**src/rtl/cpu_run_ctrl_if.sv**
```systemverilog
// ---------------------------------------------------------------------------
// cpu_run_ctrl_if
// Host loader handshake between the host/debug side and the run controller.
//   ld_valid  host -> ctrl  an instruction word is offered
//   ld_ready  ctrl -> host  controller accepts the word this cycle
//   ld_addr   host -> ctrl  instruction-memory word address
//   ld_data   host -> ctrl  32-bit instruction word
//   ld_done   host -> ctrl  host has finished loading
// master = host side, slave = run controller side.
// ---------------------------------------------------------------------------
interface cpu_run_ctrl_if #(
    parameter int IMEM_AW = 6
);
    logic               ld_valid;
    logic               ld_ready;
    logic [IMEM_AW-1:0] ld_addr;
    logic [31:0]        ld_data;
    logic               ld_done;

    modport master (
        output ld_valid,
        output ld_addr,
        output ld_data,
        output ld_done,
        input  ld_ready
    );

    modport slave (
        input  ld_valid,
        input  ld_addr,
        input  ld_data,
        input  ld_done,
        output ld_ready
    );
endinterface

```
**src/rtl/cpu_run_ctrl.sv**
```systemverilog
// ---------------------------------------------------------------------------
// cpu_run_ctrl
// Run controller for the single-cycle core. Holds the core in reset while the
// host loads instruction memory, then runs, single-steps or halts it through
// a clock enable. Halts on host request, PC breakpoint or cycle budget and
// reports the cause.
// Ports:
//   CLK, RST        clock, asynchronous active-low reset
//   ld              host loader handshake (slave side)
//   start/step      run/resume pulse, single-step pulse
//   halt_req        halt request (in HALT: abort to IDLE)
//   cycle_limit     run budget in executed cycles, 0 = unlimited
//   bp_en, bp_pc    PC breakpoint
//   PC              current core PC
//   cpu_rst         registered active-high core reset
//   cpu_en          combinational core clock enable
//   imem_*          instruction-memory write port
//   state           registered FSM state (IDLE=0 .. HALT=5)
//   cycle_count     registered executed-cycle count, saturating
//   halt_cause      registered halt cause (0 none,1 req,2 bp,3 limit)
// ---------------------------------------------------------------------------
module cpu_run_ctrl #(
    parameter int IMEM_AW = 6,
    parameter int CNT_W   = 16
) (
    input  logic               CLK,
    input  logic               RST,
    cpu_run_ctrl_if.slave      ld,
    input  logic               start,
    input  logic               step,
    input  logic               halt_req,
    input  logic [CNT_W-1:0]   cycle_limit,
    input  logic               bp_en,
    input  logic [31:0]        bp_pc,
    input  logic [31:0]        PC,
    output logic               cpu_rst,
    output logic               cpu_en,
    output logic               imem_we,
    output logic [IMEM_AW-1:0] imem_waddr,
    output logic [31:0]        imem_wdata,
    output logic [2:0]         state,
    output logic [CNT_W-1:0]   cycle_count,
    output logic [1:0]         halt_cause
);

    typedef enum logic [2:0] {
        ST_IDLE  = 3'd0,
        ST_LOAD  = 3'd1,
        ST_CLEAR = 3'd2,
        ST_RUN   = 3'd3,
        ST_STEP  = 3'd4,
        ST_HALT  = 3'd5
    } state_t;

    state_t             state_r;
    logic               cpu_rst_r;
    logic [CNT_W-1:0]   cycle_count_r;
    logic [1:0]         halt_cause_r;
    logic               skip_bp_r;

    logic               hc_s;
    logic [1:0]         hc_cause_s;
    logic [CNT_W-1:0]   count_inc_s;
    logic               cpu_en_s;
    logic               ld_ready_s;

    // Saturating increment of the executed-cycle counter.
    assign count_inc_s = (cycle_count_r == {CNT_W{1'b1}}) ? cycle_count_r
                                                          : cycle_count_r + {{(CNT_W-1){1'b0}}, 1'b1};

    // Halt condition while running, in priority order request > breakpoint > budget.
    always_comb begin
        hc_s       = 1'b0;
        hc_cause_s = 2'd0;
        if (halt_req) begin
            hc_s       = 1'b1;
            hc_cause_s = 2'd1;
        end else if (bp_en && (PC == bp_pc) && !skip_bp_r) begin
            hc_s       = 1'b1;
            hc_cause_s = 2'd2;
        end else if ((cycle_limit != {CNT_W{1'b0}}) && (cycle_count_r >= cycle_limit)) begin
            hc_s       = 1'b1;
            hc_cause_s = 2'd3;
        end else begin
            hc_s       = 1'b0;
            hc_cause_s = 2'd0;
        end
    end

    // Core enable and load acceptance; both forced low while reset is held.
    always_comb begin
        cpu_en_s   = 1'b0;
        ld_ready_s = 1'b0;
        case (state_r)
            ST_IDLE: ld_ready_s = 1'b1;
            ST_LOAD: ld_ready_s = 1'b1;
            ST_RUN:  cpu_en_s   = ~hc_s;
            ST_STEP: cpu_en_s   = 1'b1;
            default: begin
                cpu_en_s   = 1'b0;
                ld_ready_s = 1'b0;
            end
        endcase
        if (!RST) begin
            cpu_en_s   = 1'b0;
            ld_ready_s = 1'b0;
        end else begin
            cpu_en_s   = cpu_en_s;
            ld_ready_s = ld_ready_s;
        end
    end

    assign cpu_en      = cpu_en_s;
    assign ld.ld_ready = ld_ready_s;
    assign imem_we     = ld.ld_valid & ld_ready_s;
    assign imem_waddr  = ld.ld_addr;
    assign imem_wdata  = ld.ld_data;

    // Run-control FSM; cpu_rst is registered from the state being entered.
    always_ff @(posedge CLK or negedge RST) begin
        if (!RST) begin
            state_r       <= ST_IDLE;
            cpu_rst_r     <= 1'b1;
            cycle_count_r <= {CNT_W{1'b0}};
            halt_cause_r  <= 2'd0;
            skip_bp_r     <= 1'b0;
        end else begin
            case (state_r)
                ST_IDLE: begin
                    cpu_rst_r <= 1'b1;
                    if (ld.ld_valid) begin
                        state_r <= ST_LOAD;
                    end else if (start) begin
                        state_r <= ST_CLEAR;
                    end else begin
                        state_r <= ST_IDLE;
                    end
                end
                ST_LOAD: begin
                    cpu_rst_r <= 1'b1;
                    if (ld.ld_done) begin
                        state_r <= ST_IDLE;
                    end else begin
                        state_r <= ST_LOAD;
                    end
                end
                ST_CLEAR: begin
                    cycle_count_r <= {CNT_W{1'b0}};
                    halt_cause_r  <= 2'd0;
                    cpu_rst_r     <= 1'b0;
                    state_r       <= ST_RUN;
                end
                ST_RUN: begin
                    cpu_rst_r <= 1'b0;
                    if (hc_s) begin
                        // Halting instruction is not executed, so no count.
                        halt_cause_r <= hc_cause_s;
                        state_r      <= ST_HALT;
                    end else begin
                        cycle_count_r <= count_inc_s;
                        skip_bp_r     <= 1'b0;
                        state_r       <= ST_RUN;
                    end
                end
                ST_STEP: begin
                    cpu_rst_r     <= 1'b0;
                    cycle_count_r <= count_inc_s;
                    state_r       <= ST_HALT;
                end
                ST_HALT: begin
                    if (halt_req) begin
                        cpu_rst_r <= 1'b1;
                        state_r   <= ST_IDLE;
                    end else if (start) begin
                        // Let the instruction at a breakpoint PC run once on resume.
                        cpu_rst_r <= 1'b0;
                        skip_bp_r <= 1'b1;
                        state_r   <= ST_RUN;
                    end else if (step) begin
                        cpu_rst_r <= 1'b0;
                        state_r   <= ST_STEP;
                    end else begin
                        cpu_rst_r <= 1'b0;
                        state_r   <= ST_HALT;
                    end
                end
                default: begin
                    cpu_rst_r <= 1'b1;
                    state_r   <= ST_IDLE;
                end
            endcase
        end
    end

    assign cpu_rst     = cpu_rst_r;
    assign state       = state_r;
    assign cycle_count = cycle_count_r;
    assign halt_cause  = halt_cause_r;

endmodule

```
**src/flat_wrapper.sv**
```systemverilog
// flat-port wrapper written by rule: the top's interface ports become plain ports
module cpu_run_ctrl_flat 
#(
    parameter int IMEM_AW = 6,
    parameter int CNT_W   = 16
)
  (CLK, RST, start, step, halt_req, cycle_limit, bp_en, bp_pc, PC, cpu_rst, cpu_en, imem_we, imem_waddr, imem_wdata, state, cycle_count, halt_cause, ld_ld_valid, ld_ld_addr, ld_ld_data, ld_ld_done, ld_ld_ready);
  cpu_run_ctrl_if #(.IMEM_AW(IMEM_AW)) ld_i ();
  input  logic CLK;
  input  logic RST;
  input  logic start;
  input  logic step;
  input  logic halt_req;
  input  logic [CNT_W-1:0] cycle_limit;
  input  logic bp_en;
  input  logic [31:0] bp_pc;
  input  logic [31:0] PC;
  output logic cpu_rst;
  output logic cpu_en;
  output logic imem_we;
  output logic [IMEM_AW-1:0] imem_waddr;
  output logic [31:0] imem_wdata;
  output logic [2:0] state;
  output logic [CNT_W-1:0] cycle_count;
  output logic [1:0] halt_cause;
  input wire logic [$bits(ld_i.ld_valid)-1:0] ld_ld_valid;
  input wire logic [$bits(ld_i.ld_addr)-1:0] ld_ld_addr;
  input wire logic [$bits(ld_i.ld_data)-1:0] ld_ld_data;
  input wire logic [$bits(ld_i.ld_done)-1:0] ld_ld_done;
  output wire logic [$bits(ld_i.ld_ready)-1:0] ld_ld_ready;
  assign ld_i.ld_valid = ld_ld_valid;
  assign ld_i.ld_addr = ld_ld_addr;
  assign ld_i.ld_data = ld_ld_data;
  assign ld_i.ld_done = ld_ld_done;
  assign ld_ld_ready = ld_i.ld_ready;
  cpu_run_ctrl #(.IMEM_AW(IMEM_AW), .CNT_W(CNT_W)) u_core (.CLK(CLK), .RST(RST), .ld(ld_i), .start(start), .step(step), .halt_req(halt_req), .cycle_limit(cycle_limit), .bp_en(bp_en), .bp_pc(bp_pc), .PC(PC), .cpu_rst(cpu_rst), .cpu_en(cpu_en), .imem_we(imem_we), .imem_waddr(imem_waddr), .imem_wdata(imem_wdata), .state(state), .cycle_count(cycle_count), .halt_cause(halt_cause));
endmodule
```
**config.mk**
```make
export PLATFORM = sky130hd
export DESIGN_NAME = cpu_run_ctrl_flat
export DESIGN_NICKNAME = d
export VERILOG_FILES = /design/src/rtl/cpu_run_ctrl_if.sv /design/src/rtl/cpu_run_ctrl.sv /design/src/flat_wrapper.sv
export SDC_FILE = /design/constraint.sdc
export NUM_CORES = 1
export LEC_CHECK = 0
export BUFFER_PORTS_ARGS = -buffer_cell sky130_fd_sc_hd__buf_2
export CORE_UTILIZATION = 44
export CTS_CLUSTER_SIZE = 12
export DETAILED_ROUTE_END_ITERATION = 7
export PLACE_DENSITY = 0.89
export SYNTH_ARGS = -nofsm -noshare
export SYNTH_HDL_FRONTEND = slang
export SYNTH_SLANG_ARGS = --single-unit
export TNS_END_PERCENT = 50
```
**constraint.sdc**
```tcl
create_clock -name CLK -period 5.2 [get_ports CLK]
set_input_delay 0.52 -clock CLK [delete_from_list [all_inputs] [get_ports CLK]]
set_output_delay 0.52 -clock CLK [all_outputs]
set_load 0.02 [all_outputs]
```
; After elaboration in Yosys (flattened, before gate mapping)
; Cells that the tools add are included.
[classes]
addsub = 1
order_cmp = 1
n_eq_ne = 11
mux = 29
bitwise = 2
reduce_logical = 14
[ops]
columns = operator, count
row1 = $pmux W16 S3, 1
row2 = $eq A32 B32 Y1, 1
row3 = $mux W16, 2
row4 = $pmux W3 S6, 1
row5 = $add A16 B1 Y16 const B, 1
row6 = $eq A16 B16 Y1 const B, 1
row7 = $ge A16 B16 Y1, 1
row8 = $reduce_bool A16 Y1, 1
row9 = $mux W1, 12
row10 = $mux W3, 4
row11 = $mux W2, 5
row12 = $eq A3 B2 Y1 const B, 2
row13 = $eq A3 B3 Y1 const B, 2
row14 = $ne A2 B2 Y1 const B, 3
row15 = $pmux W1 S2, 3
row16 = $pmux W2 S2, 1
row17 = $reduce_and A2 Y1, 2
row18 = $reduce_and A4 Y1, 1
row19 = $reduce_bool A2 Y1, 2
row20 = $eq A3 B1 Y1 const B, 1
row21 = $logic_and A1 B1 Y1, 3
row22 = $logic_not A3 Y1, 1
row23 = $reduce_bool A3 Y1, 1
row24 = $reduce_or A3 Y1, 1
row25 = 5 further kinds, 5
[totals]
reg_bits = 23
out_inout_bits = 63
elab_cells = 63

; Depth between registers and ports, before layout
[depth]
depth_word = 8
depth_mapped = 11

; Worst setup path after synthesis
; OpenSTA, ideal clock, no wires.
[synth_path]
path_kind = register -> output
from = register u_core.cycle_count_r[0], in the netlist u_core.cycle_count[0]
to = output port cpu_en
arrival_ns = 2.426
t_required_ns = 4.680
path_slack_ns = 2.254
path_stages_with_launch = 9
path_buffers = 0
path_cell_list = dfrtp_1 > inv_1 > ha_1 > nand2b_4 > a2111oi_2 > nand3b_1 > a31oi_1 > or3_1 > a21boi_0
[synth_between]
elab_chain_cells = 8
[synth_rtl]
columns = item, line
row1 = "start, declared", cpu_run_ctrl.sv:57  ; logic [CNT_W-1:0] cycle_count_r;
row2 = "start signal, assigned", cpu_run_ctrl.sv:124  ; cycle_count_r <= {CNT_W{1'b0}};
row3 = "start signal, assigned", cpu_run_ctrl.sv:148  ; cycle_count_r <= {CNT_W{1'b0}};
row4 = "start signal, assigned", cpu_run_ctrl.sv:160  ; cycle_count_r <= count_inc_s;
row5 = $ge A16 B16 Y1, cpu_run_ctrl.sv:81  ; end else if ((cycle_limit != {CNT_W{1'b0}}) && (cycle_count_r >= cycle_limit)) begin
row6 = $logic_and A1 B1 Y1, cpu_run_ctrl.sv:81
row7 = $mux W1, cpu_run_ctrl.sv:81
row8 = $mux W1, cpu_run_ctrl.sv:78  ; end else if (bp_en && (PC == bp_pc) && !skip_bp_r) begin
row9 = $mux W1, cpu_run_ctrl.sv:75  ; if (halt_req) begin
row10 = $not A1 Y1, cpu_run_ctrl.sv:97  ; ST_RUN: cpu_en_s = ~hc_s;
row11 = $pmux W1 S2, cpu_run_ctrl.sv:94  ; case (state_r)
row12 = $mux W1, cpu_run_ctrl.sv:104  ; if (!RST) begin
row13 = "end, declared", flat_wrapper.sv:19  ; output logic cpu_en;
; Every way passes these cells.

; Worst setup path after layout
[layout_path]
from = register u_core.cycle_count_r[0], in the netlist u_core.cycle_count[0]
to = register u_core.cycle_count_r[9], in the netlist u_core.cycle_count[9]
[layout_between]
elab_chain_cells = 7
elab_cells_between_ends = 12
classes_between = add/sub: 1 / order compare: 1 / eq/ne: 2 / mux: 6 / reduce/logical: 2
[layout_rtl]
columns = item, line
row1 = $ge A16 B16 Y1, cpu_run_ctrl.sv:81
row2 = $logic_and A1 B1 Y1, cpu_run_ctrl.sv:81
row3 = $mux W1, cpu_run_ctrl.sv:81
row4 = $mux W1, cpu_run_ctrl.sv:78
row5 = $mux W1, cpu_run_ctrl.sv:75
row6 = $ne A2 B2 Y1 (no line), --
row7 = $reduce_and A2 Y1 (no line), --
; Several ways; a longest one is shown, not always the timed one. The select of a mux whose other input is x is not followed.
; A chain may end at the register's enable or synchronous reset.

==> reports/summary.md <==
For this run, the slowest stage of the critical path takes 0.71 ns. Fill cells in the final layout number 504. Across the VDD grid, the largest voltage drop is 0.000191 V. The placed instance count is 429, and the maximum net fanout on the critical path is 20. The number of nets with antenna violations after detailed routing is 0, and the post-synthesis net count is 436. In the post-route analysis, the smallest setup slack over all paths is 1.95 ns. Count of buffers inserted at the top-level ports: 112. The tightest min-delay check is of the input port to async pin type. For this design the top-level I/O count stands at 189.

The clock network burns 16.5% of the power. The signed area change from the synthesized netlist to the final layout was 15.2%. The run gives 2750 µm² as the standard cell area after detailed placement. At the pin with the least slew margin, the transition time is 0.808 ns. The congestion estimate from routability-driven global placement came to 0.856. The tools report the root buffer cell as sky130_fd_sc_hd__clkbuf_8. Of the total power, registers draw 34.5%. In the final routed layout, each cell accounts on average for 15.1 µm.

For the post-placement setup slack, the log shows 1.81 ns. The required time of the worst setup path is 5.38 ns. Final hold violation count: 0. The finished cells cover 2800 µm². The first global-routing pass estimated 10500 µm of wire. The routed design uses 477 µm of met3 wire. The post-synthesis average cell area is 8.28 µm², and the number of setup violations in the final report is 0.

The distinct cell type count of the synthesized netlist is 44. Across the routed clock network, the largest skew measured is 0.00286 ns. Once the floorplan was initialized, standard cells occupied 46.6% of the core. STA classifies the critical path startpoint as a register. Measured against its own limit, the worst slew margin works out to 46.1%.

The cell count after synthesis came out at 293. The synthesized netlist occupies a cell area of 2430 µm². The initial antenna violation count came out at 0. Counting the buffers created by CTS gives 3.

The buffers plus inverters on the worst setup path works out to 1. Summing over every cut layer, the via total after detailed routing is 2386. The number of non-filler instances in the completed layout came out at 433. Type of the setup path with the least slack: register to register. The logs give 0 for the post-cts resize count and 6540 µm for the aggregate routed wire length. The longest clock path from root to sink contains 2 buffers. Via count of the first global-routing pass: 2226. The number of flip-flops and latches in the synthesized netlist is 23, and the areal power density over the cells is 249 nW/µm².

For the number of nets in the layout, the log shows 507. The run gives 1.40 nW as the leakage dissipation. Summed over all nets, the half-perimeter wirelength after detailed placement is 5360 µm. The fraction of final layout cells with drive strength greater than 1 is 35.3%. Final hold analysis gives a worst-case slack of 0.220 ns. The logic depth of the worst register-to-register path was 9; the internal cell power was 0.393 mW.

The critical path starts at u_core.cycle_count[0]. The pin count of the biggest net entering global routing is 26. The number of max-slew violations in the final report is 0.

The signal on the critical path passes through inv_1 > ha_1 > nand2b_4 > a2111oi_2 > nand3b_1 > a31oi_1 > o21ba_1 > or3_1 > o41ai_2. The flow ran to the end, and the final reports show no timing, DRC or antenna violations. Setup total negative slack on the finished layout was measured at 0 ns. After floorplanning, the core was divided into 26 placement rows. The tools report the yosys synthesis warning count as 0. In this run the post-CTS setup repair buffer count came out at 0. The run gives 5820 µm² as the floorplan die area. Among all stages on the critical path, the largest delay is contributed by sky130_fd_sc_hd__or3_1. The core region is 5200 µm². The proportion of total power due to net switching was 43.6%. The family with the most delay on the worst path was compound AO/OA/AOI/OAI gates. The overall die height works out to 76.3 µm. The later-pin clock latency in the skew report was 0.27 ns; the count of antenna diodes in the layout was 0. Summing the sequential cell areas from Yosys gives 23.8% of the chip area. The run gives 1 as the number of levels in the clock H-tree.

Data arrives at the worst endpoint at 3.42 ns. Summed over all layers, the global routing overflow is 0. The number of design-rule violations left by the first detailed-router iteration came out at 144.

The combinational fraction of design power is 49.0%, and the number of flops mapped to enable cells by yosys is 0. Static timing analysis puts the maximum clock frequency at 308 MHz. Dividing the detail-routed via count by the number of cells gives 5.51. STA classifies the critical path endpoint as a register.

The run gives 23 as the total number of clock tree sinks. Of all flip-flops after synthesis, the portion carrying an async set or reset was 100%. The DRC violations left is 0. TritonCTS built the clock tree.

The clock-pin transition on the worst setup and hold timing paths is 0.08 ns. The tool flagged a number of max-cap violations equal to 0. In the detailed route, the total length drawn on met2 is 3210 µm.

The post-route met1 wirelength is 2680 µm, and the final clock period utilization by the worst path is 62.4%. Before antenna repair, the detailed router went through 4 iterations. In this run, post-CTS hold repair placed 0 buffers. The tools report the reported net switching power as 0.303 mW. Setup repair after global routing left no endpoint under its margin. The tools report the source of the worst register-to-register timing path as u_core.cycle_count[0]. For this run, the leading register cell type out of synthesis is sky130_fd_sc_hd__dfrtp_1. For the total track usage, the log shows 22.2%. For the finished layout, the period the worst path requires is 3.25 ns. The top routing layer in use was met4. The cell depth of the worst setup path is 9. In this run the horizontal extent of the chip is 76.3 µm. The run gives 1.95 ns as the setup slack of the worst register-to-register path.
## cells in the mapped netlist (all sizes together) (2+ instances only)
cell / n / area share (%)
and2: 2 / 0.52
xor2: 3 / 1.1
a31oi: 4 / 1.0
xnor2: 29 / 10
nor3: 4 / 0.82
nand4: 9 / 2.3
and3: 5 / 1.3
buf: 41 / 13
o31ai: 21 / 7.5
nor2b: 5 / 1.3
nand3: 12 / 2.5
nor2: 14 / 2.2
or3: 3 / 0.77
ha: 17 / 8.8
dfrtp: 22 / 23
o41ai: 3 / 1.4
clkbuf: 5 / 0.77
o21ai: 13 / 2.7
nand3b: 2 / 0.62
nor4: 8 / 2.3
nand2: 15 / 2.3
inv: 20 / 3.1
nand2b: 8 / 2.4
a21oi: 16 / 3.5
## state kept, by name, indices dropped and copies added, names as in the netlist
register	flops
u_core.cycle_count	16
u_core.state	3
u_core.halt_cause	2
u_core.cpu_rst	1
u_core.skip_bp_r	1
## logic make-up after synthesis
group,count (synthesis),synth area share (%)
AO/OA/AOI/OAI,66,19.5
AND/OR/NAND/NOR,89,19.9
buffers and inverters,66,16.5
XOR/XNOR,32,11.5
flip-flops,23,23.8
adder cells (fa/ha/maj),17,8.76
## power groups by stage
| stage | clock network [mW] | registers, mW | logic (mW) |
|---|---|---|---|
| 3_5_place_dp | 0 | 0.242 | 0.340 |
| 2_1_floorplan | 0 | 0.254 | 0.266 |
| 5_1_grt | 0.124 | 0.245 | 0.373 |
| 6_report | 0.115 | 0.240 | 0.341 |
| 4_1_cts | 0.115 | 0.239 | 0.341 |
| 3_3_place_gp | 0 | 0.240 | 0.332 |
## final cells by class
| type | instances | area (µm²) | share of cell area (%) |
|---|---|---|---|
| Inverter | 20 | 75.1 | 2.69 |
| Multi-Input combinational cell | 204 | 1450 | 51.9 |
| Clock buffer | 4 | 45.0 | 1.61 |
| Timing Repair Buffer | 112 | 561 | 20.1 |
| Sequential cell | 23 | 577 | 20.6 |
| Tap cell | 70 | 87.6 | 3.13 |
## layout by cell type, fill, tap and decap left out, types with 2 or more instances in the layout
cell type                    n
sky130_fd_sc_hd__a21oi_1    15
sky130_fd_sc_hd__o21ai_0    12
sky130_fd_sc_hd__nand2b_1    7
sky130_fd_sc_hd__nand2_1    15
sky130_fd_sc_hd__o41ai_1     2
sky130_fd_sc_hd__nand3b_1    2
sky130_fd_sc_hd__and3_1      5
sky130_fd_sc_hd__o31ai_1    16
sky130_fd_sc_hd__and2_1      2
sky130_fd_sc_hd__xor2_1      3
sky130_fd_sc_hd__dfrtp_1    22
sky130_fd_sc_hd__nor2b_1     5
sky130_fd_sc_hd__nand3_1    12
sky130_fd_sc_hd__nor2_1     14
sky130_fd_sc_hd__xnor2_1    29
sky130_fd_sc_hd__inv_1      20
sky130_fd_sc_hd__ha_1       17
sky130_fd_sc_hd__o31ai_2     5
sky130_fd_sc_hd__a31oi_1     4
sky130_fd_sc_hd__nor3_1      4
sky130_fd_sc_hd__nor4_1      7
sky130_fd_sc_hd__clkbuf_8    3
sky130_fd_sc_hd__nand4_1     9
sky130_fd_sc_hd__buf_2     112
sky130_fd_sc_hd__or3_1       3
## routing by layer
layer  GRT usage [%]  up-vias
li1                -     1150
met1            27.7     1117
met2            37.4       86
met3            4.07       33
met4            9.42        0
met5               0        -
## path summary, 6_finish.rpt
path,endpoint
hold / removal,u_core.cycle_count[4]
setup reg to reg,u_core.cycle_count[9]
min in group CLK,u_core.skip_bp_r
setup / recovery,u_core.cycle_count[9]
max in group asynchronous,u_core.cpu_rst
hold reg to reg,u_core.skip_bp_r
## through the flow
| stage | util, % | power [mW] |
|---|---|---|
| floorplan | - | 0.521 |
| detailed placement | 52.8 | 0.582 |
| finish | 53.7 | 0.696 |
| CTS | 53.7 | 0.694 |
| global route | 53.7 | 0.742 |
| global placement | 52.8 | 0.573 |
(Power assumes the default switching activity.)
